`src/rtl/plate_pkg.sv`:
```
`default_nettype none
// ============================================================================
// Module      : plate_pkg
// Description : Geometry and state encodings shared by the plate controller
//               and the plate renderer, so both agree on the drawable range
//               and on the clamp limits of the plate centre.
//               Y_MAX           : top of drawable y range
//               PLATE_HALFWIDTH : plate half-length
//               Y_TOP / Y_BOT   : highest / lowest legal plate centre
//               y_step_up/down  : clamped 9-bit centre arithmetic
// Revision    : 1.0 - initial release
// ============================================================================
package plate_pkg;

  localparam int unsigned Y_MAX           = 220;
  localparam int unsigned PLATE_HALFWIDTH = 15;

  // Centre limits that keep the whole plate inside 0..Y_MAX.
  localparam int unsigned Y_TOP = Y_MAX - PLATE_HALFWIDTH;
  localparam int unsigned Y_BOT = PLATE_HALFWIDTH;

  localparam logic [7:0] Y_TOP_8 = 8'(Y_TOP);
  localparam logic [7:0] Y_BOT_8 = 8'(Y_BOT);

  typedef enum logic [1:0] {
    ST_IDLE = 2'd0,
    ST_UP   = 2'd1,
    ST_DOWN = 2'd2
  } plate_state_e;

  // Move up by step, saturating at Y_TOP. Done in 9 bits so a large
  // centre plus step can never wrap back to a small value.
  function automatic logic [7:0] y_step_up(input logic [7:0] y, input logic [8:0] step);
    logic [8:0] sum;
    sum = {1'b0, y} + step;
    if (sum > {1'b0, Y_TOP_8}) begin
      return Y_TOP_8;
    end
    return sum[7:0];
  endfunction

  // Move down by step, saturating at Y_BOT. The compare is done before
  // the subtraction so the 9-bit result can never underflow.
  function automatic logic [7:0] y_step_down(input logic [7:0] y, input logic [8:0] step);
    logic [8:0] diff;
    if ({1'b0, y} < ({1'b0, Y_BOT_8} + step)) begin
      return Y_BOT_8;
    end
    diff = {1'b0, y} - step;
    return diff[7:0];
  endfunction

endpackage
`default_nettype wire

```
`src/rtl/btn_debounce.sv`:
```
`default_nettype none
// ============================================================================
// Module      : btn_debounce
// Description : Two-flop synchroniser followed by a stability counter for one
//               raw, bouncing push-button. The debounced level only flips
//               after the synchronised input has disagreed with it for
//               DEBOUNCE_CYCLES consecutive cycles.
// Ports       : clk    - system clock, rising edge
//               rst    - synchronous active-high reset
//               raw    - asynchronous bouncing button input
//               stable - debounced button level
// Revision    : 1.0 - initial release
// ============================================================================
module btn_debounce #(
  parameter int unsigned DEBOUNCE_CYCLES = 50000
) (
  input  logic clk,
  input  logic rst,
  input  logic raw,
  output logic stable
);

  localparam int unsigned CNT_W = (DEBOUNCE_CYCLES > 1) ? $clog2(DEBOUNCE_CYCLES) : 1;
  localparam logic [CNT_W-1:0] CNT_LAST = CNT_W'(DEBOUNCE_CYCLES - 1);
  localparam logic [CNT_W-1:0] CNT_ONE  = CNT_W'(1);

  logic             sync1_q;
  logic             sync2_q;
  logic             stable_q;
  logic             stable_d;
  logic [CNT_W-1:0] cnt_q;
  logic [CNT_W-1:0] cnt_d;

  // Counter runs only while the synchronised input disagrees with the
  // accepted level; any agreement (a bounce back) restarts it from zero.
  always_comb begin
    stable_d = stable_q;
    cnt_d    = '0;
    if (sync2_q != stable_q) begin
      if (cnt_q == CNT_LAST) begin
        stable_d = ~stable_q;
        cnt_d    = '0;
      end else begin
        cnt_d = cnt_q + CNT_ONE;
      end
    end
  end

  always_ff @(posedge clk) begin
    if (rst) begin
      sync1_q  <= 1'b0;
      sync2_q  <= 1'b0;
      stable_q <= 1'b0;
      cnt_q    <= '0;
    end else begin
      sync1_q  <= raw;
      sync2_q  <= sync1_q;
      stable_q <= stable_d;
      cnt_q    <= cnt_d;
    end
  end

  assign stable = stable_q;

endmodule
`default_nettype wire

```
`src/rtl/plate_ctrl.sv`:
```
`default_nettype none
// ============================================================================
// Module      : plate_ctrl
// Description : Turns raw up/down push-buttons into the 8-bit plate centre
//               used by the plate renderer. Buttons are synchronised and
//               debounced, movement is paced by a tick prescaler, and the
//               centre is clamped so the whole plate stays in 0..Y_MAX.
// Ports       : clk       - system clock, rising edge
//               rst       - synchronous active-high reset
//               btn_up    - raw up button (asynchronous, bouncing)
//               btn_down  - raw down button (asynchronous, bouncing)
//               hold      - game pause, freezes the position while high
//               y_p_mid   - registered plate centre
//               at_top    - centre sits at the upper clamp limit
//               at_bottom - centre sits at the lower clamp limit
//               moving    - controller is in the UP or DOWN state
// Options     : PLATE_CTRL_ACCEL_EN - when defined, holding a direction
//               raises the step to 2x and then 4x every ACCEL_TICKS ticks.
// Revision    : 1.0 - initial release
// ============================================================================
module plate_ctrl
  import plate_pkg::*;
#(
  parameter int unsigned Y_INIT          = 110,
  parameter int unsigned DEBOUNCE_CYCLES = 50000,
  parameter int unsigned MOVE_DIV        = 100000,
  parameter int unsigned STEP            = 1
`ifdef PLATE_CTRL_ACCEL_EN
  ,
  parameter int unsigned ACCEL_TICKS     = 16
`endif
) (
  input  logic       clk,
  input  logic       rst,
  input  logic       btn_up,
  input  logic       btn_down,
  input  logic       hold,
  output logic [7:0] y_p_mid,
  output logic       at_top,
  output logic       at_bottom,
  output logic       moving
);

  localparam int unsigned TICK_W = (MOVE_DIV > 1) ? $clog2(MOVE_DIV) : 1;
  localparam logic [TICK_W-1:0] TICK_LAST = TICK_W'(MOVE_DIV - 1);
  localparam logic [TICK_W-1:0] TICK_ONE  = TICK_W'(1);
  localparam logic [7:0]        Y_INIT_8  = 8'(Y_INIT);
  localparam logic [8:0]        STEP_9    = 9'(STEP);

  // --------------------------------------------------------------------------
  // Button conditioning
  // --------------------------------------------------------------------------
  logic up_db;
  logic down_db;

  btn_debounce #(
    .DEBOUNCE_CYCLES(DEBOUNCE_CYCLES)
  ) u_db_up (
    .clk   (clk),
    .rst   (rst),
    .raw   (btn_up),
    .stable(up_db)
  );

  btn_debounce #(
    .DEBOUNCE_CYCLES(DEBOUNCE_CYCLES)
  ) u_db_down (
    .clk   (clk),
    .rst   (rst),
    .raw   (btn_down),
    .stable(down_db)
  );

  // --------------------------------------------------------------------------
  // Movement tick prescaler
  // --------------------------------------------------------------------------
  logic [TICK_W-1:0] tick_cnt_q;
  logic [TICK_W-1:0] tick_cnt_d;
  logic              tick;

  always_comb begin
    tick       = (tick_cnt_q == TICK_LAST);
    tick_cnt_d = tick ? '0 : (tick_cnt_q + TICK_ONE);
  end

  // --------------------------------------------------------------------------
  // Direction FSM
  // --------------------------------------------------------------------------
  plate_state_e state_q;
  plate_state_e state_d;

  always_comb begin
    state_d = state_q;
    case (state_q)
      ST_IDLE: begin
        if (up_db && !down_db) begin
          state_d = ST_UP;
        end else if (down_db && !up_db) begin
          state_d = ST_DOWN;
        end
      end
      ST_UP: begin
        if (!up_db || down_db) begin
          state_d = ST_IDLE;
        end
      end
      ST_DOWN: begin
        if (!down_db || up_db) begin
          state_d = ST_IDLE;
        end
      end
      default: state_d = ST_IDLE;
    endcase
    // Pause overrides everything; the FSM restarts from IDLE afterwards.
    if (hold) begin
      state_d = ST_IDLE;
    end
  end

  // The move decision uses the current state, so a tick landing in the
  // same cycle the pause rises is still blocked by the hold term.
  logic move_tick;
  assign move_tick = tick && !hold && ((state_q == ST_UP) || (state_q == ST_DOWN));

  // --------------------------------------------------------------------------
  // Step size
  // --------------------------------------------------------------------------
  logic [8:0] step;

`ifdef PLATE_CTRL_ACCEL_EN
  localparam int unsigned ACC_W = (ACCEL_TICKS > 1) ? $clog2(ACCEL_TICKS) : 1;
  localparam logic [ACC_W-1:0] ACC_LAST = ACC_W'(ACCEL_TICKS - 1);
  localparam logic [ACC_W-1:0] ACC_ONE  = ACC_W'(1);

  logic [1:0]       level_q;
  logic [1:0]       level_d;
  logic [ACC_W-1:0] acc_cnt_q;
  logic [ACC_W-1:0] acc_cnt_d;

  always_comb begin
    level_d   = level_q;
    acc_cnt_d = acc_cnt_q;
    if (move_tick) begin
      if (acc_cnt_q == ACC_LAST) begin
        acc_cnt_d = '0;
        if (level_q != 2'd2) begin
          level_d = level_q + 2'd1;
        end
      end else begin
        acc_cnt_d = acc_cnt_q + ACC_ONE;
      end
    end
    // Any state change (into IDLE or a direction reversal) or staying
    // idle restarts the acceleration ramp.
    if ((state_d != state_q) || (state_d == ST_IDLE)) begin
      level_d   = 2'd0;
      acc_cnt_d = '0;
    end
  end

  always_ff @(posedge clk) begin
    if (rst) begin
      level_q   <= 2'd0;
      acc_cnt_q <= '0;
    end else begin
      level_q   <= level_d;
      acc_cnt_q <= acc_cnt_d;
    end
  end

  assign step = STEP_9 << level_q;
`else
  assign step = STEP_9;
`endif

  // --------------------------------------------------------------------------
  // Position and flags
  // --------------------------------------------------------------------------
  logic [7:0] y_q;
  logic [7:0] y_d;
  logic       at_top_q;
  logic       at_bottom_q;
  logic       moving_q;

  always_comb begin
    y_d = y_q;
    if (move_tick) begin
      if (state_q == ST_UP) begin
        y_d = y_step_up(y_q, step);
      end else begin
        y_d = y_step_down(y_q, step);
      end
    end
  end

  // Flags are registered from the next-state values so they line up with
  // y_p_mid in the same cycle.
  always_ff @(posedge clk) begin
    if (rst) begin
      tick_cnt_q  <= '0;
      state_q     <= ST_IDLE;
      y_q         <= Y_INIT_8;
      at_top_q    <= 1'b0;
      at_bottom_q <= 1'b0;
      moving_q    <= 1'b0;
    end else begin
      tick_cnt_q  <= tick_cnt_d;
      state_q     <= state_d;
      y_q         <= y_d;
      at_top_q    <= (y_d == Y_TOP_8);
      at_bottom_q <= (y_d == Y_BOT_8);
      moving_q    <= (state_d != ST_IDLE);
    end
  end

  assign y_p_mid   = y_q;
  assign at_top    = at_top_q;
  assign at_bottom = at_bottom_q;
  assign moving    = moving_q;

endmodule
`default_nettype wire

```
`config.mk`:
```
export PLATFORM = sky130hd
export DESIGN_NAME = plate_ctrl
export DESIGN_NICKNAME = d
export VERILOG_FILES = /design/src/rtl/plate_pkg.sv /design/src/rtl/btn_debounce.sv /design/src/rtl/plate_ctrl.sv
export SDC_FILE = /design/constraint.sdc
export NUM_CORES = 1
export LEC_CHECK = 0
export ABC_AREA = 1
export BUFFER_PORTS_ARGS = -buffer_cell sky130_fd_sc_hd__buf_4
export CAP_MARGIN = 20
export CORE_AREA = 2 2 80 82
export DETAILED_ROUTE_END_ITERATION = 10
export DIE_AREA = 0 0 82 84
export GPL_ROUTABILITY_DRIVEN = 0
export GPL_TIMING_DRIVEN = 0
export PLACE_DENSITY = 0.76
export SLEW_MARGIN = 20
export SYNTH_ARGS = -nofsm -noshare
export SYNTH_HDL_FRONTEND = slang
export SYNTH_SLANG_ARGS = --single-unit
```
`constraint.sdc`:
```
create_clock -name clk -period 4.75 [get_ports clk]
set_clock_uncertainty 0.15 [all_clocks]
set_input_delay 0.475 -clock clk [delete_from_list [all_inputs] [get_ports clk]]
set_output_delay 0.475 -clock clk [all_outputs]
set_load 0.1 [all_outputs]
```
; After elaboration in Yosys (flattened, before gate mapping)
; Index checks and enable logic that the tools add are counted.
; W data, S select, Z words.
[classes]
add_sub_neg = 5
multipliers = 0
div = 0
order_cmp = 2
eq_ne = 9
n_shift = 0
n_mux = 18
n_bitwise = 4
n_reduce_logical = 17
[op_table]
columns = cell, count
row1 = $mux W8, 6
row2 = $add A16 B1 Y16 const B, 2
row3 = $eq A16 B16 Y1 const B, 2
row4 = $add A17 B1 Y17 const B, 1
row5 = $eq A17 B17 Y1 const B, 1
row6 = $mux W2, 5
row7 = $add A8 B1 Y9 const B, 1
row8 = $gt A9 B8 Y1 const B, 1
row9 = $eq A8 B4 Y1 const B, 1
row10 = $eq A8 B8 Y1 const B, 1
row11 = $lt A8 B5 Y1 const B, 1
row12 = $sub A8 B1 Y8 const B, 1
row13 = $mux W1, 6
row14 = $pmux W2 S3, 1
row15 = $reduce_or A3 Y1, 2
row16 = $logic_and A1 B1 Y1, 4
row17 = $not A1 Y1, 4
row18 = $reduce_and A2 Y1, 2
row19 = $logic_not A1 Y1, 3
row20 = $logic_or A1 B1 Y1, 3
row21 = $eq A2 B1 Y1 const B, 1
row22 = $eq A2 B2 Y1 const B, 1
row23 = $logic_not A2 Y1, 1
row24 = $ne A1 B1 Y1, 2
row25 = other kinds (2), 2
[totals]
ff_bits = 68
latch_bits = 0
ramBits = 0
mem_bits_ro = 0
elab_cells = 69
n_memories = 0

; Depth between registers and ports, before layout
[depth]
depth_word = 9
mapped_depth = 15

; By module
; From an unflattened synthesis, not the netlist that was laid out.
[hier_totals]
cells_unflattened = 558
hier_area_um2 = 3885.0
[by_module_without_submodules]
columns = mod, n_inst, cells_each, area_per_inst_um2, seq_area_each_um2
row1 = btn_debounce, 2, 140, 994.7, 380.4
row2 = plate_ctrl, 1, 278, 1895.6, 600.6

; Worst setup path before layout
; No wires, ideal clock.
[synth_path]
path_type = register to register
from = reg y_q[0], in the netlist y_p_mid[0]
to = reg y_q[3], in the netlist y_p_mid[3]
setup_time_ps = 123
arrival_ps = 2520
required_time_ps = 4477
path_slack_ps = 1957
path_stages_with_launch = 12
n_path_buf = 0
cell_sequence = dfxtp_1 -> inv_1 -> ha_1 -> o21bai_1 -> nor2_1 -> nand2_1 -> nand3_1 -> nand2_2 -> nand2_2 -> nand2_2 -> a21oi_1 -> or2_2
[synth_via]
elab_chain_cells = 8
elab_cells_between_ends = 14
[synth_lines]
columns = item, line_no
row1 = from (decl), plate_ctrl.sv:179  ; logic [7:0] y_q;
row2 = from (signal assigned), plate_ctrl.sv:209  ; y_q <= y_d;
row3 = $add A8 B1 Y9, plate_pkg.sv:35  ; sum = {1'b0, y} + step;
row4 = $gt A9 B8 Y1, plate_pkg.sv:36  ; if (sum > {1'b0, Y_TOP_8}) begin
row5 = $mux W1, plate_pkg.sv:36
row6 = $mux W1, plate_ctrl.sv:188  ; if (state_q == ST_UP) begin
row7 = $mux W1, plate_ctrl.sv:187  ; if (move_tick) begin
row8 = $mux W8, plate_pkg.sv:39  ; return sum[7:0];
row9 = $mux W8 *, plate_ctrl.sv:188
row10 = $mux W8 *, plate_ctrl.sv:187
; Every way passes the cells marked *; elsewhere a longest branch is shown, timed or not. The select of a mux whose other input is x is not followed.
; A chain may end at the register's enable or synchronous reset.

; Worst setup path in the final report
[layout_path]
from = reg u_db_down.cnt_q[0]
to = reg u_db_down.cnt_q[13]
[layout_via]
elab_chain_cells = 2
elab_cells_between_ends = 3
[layout_lines]
columns = item, line_no
row1 = from (decl), btn_debounce.sv:31  ; logic [CNT_W-1:0] cnt_q;
row2 = from (signal assigned), btn_debounce.sv:59  ; cnt_q <= cnt_d;
row3 = branches (longest 2 deep; another with $add A16 B1 Y16), n/a
; Parallel ways; which one is timed is not known.

==> key figures <==
Clocking
  – Root Driver: clkbuf_8
  – Insertion delay to the later sink of the worst-skew pair: around 0.34 ns
  – Clock Path Buffers: 2
  – Clock-pin slew on the worst setup and hold paths: roughly 0.07 ns
  – TritonCTS buffer count: 9
  – Post-CTS Setup Bufs: 0
  – Htree depth: 3
  – Resized cells post-CTS: 0
  – Clock Sinks: around 70
  – Hold buffer count at cts: 0
  – CTS tree: yes

Job
  – Max_cap viols: 0

Synth
  – Synth cell types: 33
  – Post-Synth XOR/XNOR Area: 0.0177
  – Synth warn: 0
  – Area leader, netlist: dfxtp_1
  – Ys async rst share: 0
  – Cells after Synth: between 500 and 600
  – Most frequent cell after synthesis: nand2_1
  – Simple-gate share of the synthesized area: 0.352
  – Number of synthesized flops with an enable pin: 0
  – Register area share after synthesis: 0.393
  – Post-Synth Adder-Cell Area: 0.0361
  – Flip-flop and latch count after synthesis: a little under 70
  – Top post-synthesis cells by count: 97 x nand2_1, 83 x inv_1, 70 x nor2_1
  – Area share of the largest cell type after synthesis: 0.393
  – Mapped Nets: around 520
  – Synth Area in Compound Gates: 0.104
  – Combinational family with the most area after synthesis: simple AND/OR/NAND/NOR gates
  – Mean area per synthesized cell: approximately 6.8 um^2
  – Area contributors post-synth: dfxtp_1 39%, nand2_1 11%, inv_1 9.0%
  – Top FF cell, synth: dfxtp_1
  – Syn Std Cell Area: approximately 3500 um^2
  – Proportion of synthesized area in mux cells: 0

GRT
  – Largest net degree at the start of global routing: 11
  – First-pass GRT wire length: about 12000 um
  – Vias in the first global route: a little under 3000
  – Gr ovfl total: 0
  – GRT Overall Usage: 0.216
  – Initial antenna violation count: 0

Power
  – Max IR drop VDD: roughly 160 uV
  – Total power: ~1 mW
  – Combinational cell fraction of total power: 0.019
  – Sequential share of power: 0.576
  – Cell leakage power: around 1.5 nW
  – Sw frac: 0.217
  – Pwr/cell area: about 260 nW/um^2
  – Internal: 0.784 mW
  – Net Switching: 0.217 mW
  – Clock power frac: 0.404

Routing
  – DR pass1 iterations: 4
  – DRC viols: 0
  – Via count: approximately 3100
  – Routed WL per cell: 10.8 um
  – DRT Wirelength: roughly 6700 um
  – Antenna Violating Nets Remaining: 0
  – DRT iter0 DRCs: 122
  – Vias/cell: a little over 5

Cells and area
  – Fraction of final layout cells sized beyond drive strength 1: 0.106
  – Nets@finish: 550
  – Filler cell count in the final layout: 597
  – Antenna Diode Count: 0
  – Area Overhead vs Synth: 10.7%

Worst setup path
  – CP endpoint kind: flop
  – Req. time, crit path: 4.82 ns
  – Crit-path max FO: 9
  – WP data arrival: 2.33 ns
  – Crit Path Category: flop to flop
  – Startpoint type of the worst setup path: flop

Floorplan
  – Die Width: 82 um
  – Io pins: 16
  – Die area: about 6900 um^2
  – Starting Density: 0.569
  – Core area: roughly 6000 um^2
  – Die H: approximately 84 um
  – Number of core rows: 29

Place
  – Setup WS pre-CTS: around 2.5 ns
  – Final HPWL DP: 4970 um
  – Buffers on Ports: 15

STA
  – Measured slew at the worst slew-check pin: between 0.5 and 0.6 ns
  – Setup violations, final: 0
  – Pins Over Slew Limit: 0
  – Setup total negative slack: 0 ns
  – Highest clock rate: between 400 and 500 MHz
  – Period utilization: 0.475
  – Final Hold Vio Count: 0
  – Post-layout minimum cycle time: 2.26 ns
  – RSZ-0062 raised after global routing: false
  – Relative slew slack: 0.597
  – Setup ws final: about 2.5 ns

Worst hold path
  – Tightest Hold Check Type: primary input to flop

Outcome
  – Status: completed
## cell type report
| cell class | count | area, um^2 | share of cell area |
|---|---|---|---|
| clock buffers | 14 | 153 | 0.0398 |
| well taps | 77 | 96.3 | 0.0251 |
| clock inverters | 2 | 10.0 | 0.00261 |
| repair buffers | 15 | 113 | 0.0293 |
| multi-input cells | 351 | 1760 | 0.460 |
| flip-flops and latches | 68 | 1360 | 0.355 |
| plain buffers | 3 | 13.8 | 0.00359 |
| inverters | 87 | 327 | 0.0851 |
## registers in the layout, summed over array words and instances (netlist names)
name	count
at_bottom	1
at_top	1
moving	1
state_q	2
tick_cnt_q	17
u_db_down.cnt_q	16
u_db_down.stable	1
u_db_down.sync1_q	1
u_db_down.sync2_q	1
u_db_up.cnt_q	16
u_db_up.stable	1
u_db_up.sync1_q	1
u_db_up.sync2_q	1
y_p_mid	8
## worst max-delay path, cell delays in order (launching register included)
cell     delay [ns]
dfxtp_1        0.35
ha_1           0.17
nand2_1        0.05
inv_1          0.09
nand2_1        0.07
nor2_1         0.08
inv_1          0.05
nor4_1         0.46
nor2_1         0.29
inv_1          0.27
nor3_1         0.09
## cell usage in the layout (no fill, tap or decap), types with 6 or more instances in the layout
master / instances
nand4_1: 17
nor2_1: 70
nor2_2: 6
dfxtp_1: 68
nor3_1: 19
nand2_2: 6
o21ai_0: 20
clkbuf_8: 10
ha_1: 10
buf_4: 15
xor2_1: 7
a21oi_1: 38
inv_1: 83
nand2_1: 97
nand3_1: 30
## metal layers
layer  wire length (um)  vias up  part of all wire  GRT usage
li1                   -     1691                 -          -
met1               3110     1390              0.47      0.259
met2               3260       35              0.49      0.361
met3                189       11             0.028     0.0476
met4                128        0             0.019      0.100
met5                  0        -                 0          0
## path summary, 6_finish.rpt
path	from	endpoint	slack [ns]	cells past startpoint
worst max-delay path	u_db_down.cnt_q[0]	u_db_down.cnt_q[13]	2.49	10
worst max register to register	u_db_down.cnt_q[0]	u_db_down.cnt_q[13]	2.49	10
worst min-delay path	btn_up	u_db_up.sync1_q	0.18	3
worst min register to register	u_db_down.sync1_q	u_db_down.sync2_q	0.25	2
## power groups by stage
stage	clock network [mW]	logic [mW]	registers, mW
floorplan	0	0.0127	0.589
global placement	0	0.0192	0.590
detailed placement	0	0.0198	0.590
CTS	0.419	0.0199	0.577
global route	0.442	0.0235	0.577
finish	0.405	0.0193	0.577
## kinds of logic after synthesis
group | count (synthesis)
simple gates | 267
buf+inv | 90
flops | 68
compound gates | 67
fa+ha+maj | 10
xor+xnor | 7
## per-stage QoR
stage	util	hold slack (ns)	area, um^2	instances
after global placement	0.603	0.242	3670	601
after detailed placement	0.603	0.248	3670	601
after CTS	0.630	0.175	3840	617
after floorplan	-	0.238	3470	509
after global routing	0.630	0.177	3840	617
final	0.630	0.184	3840	617
No activity file was read; power rests on OpenSTA's default activity.
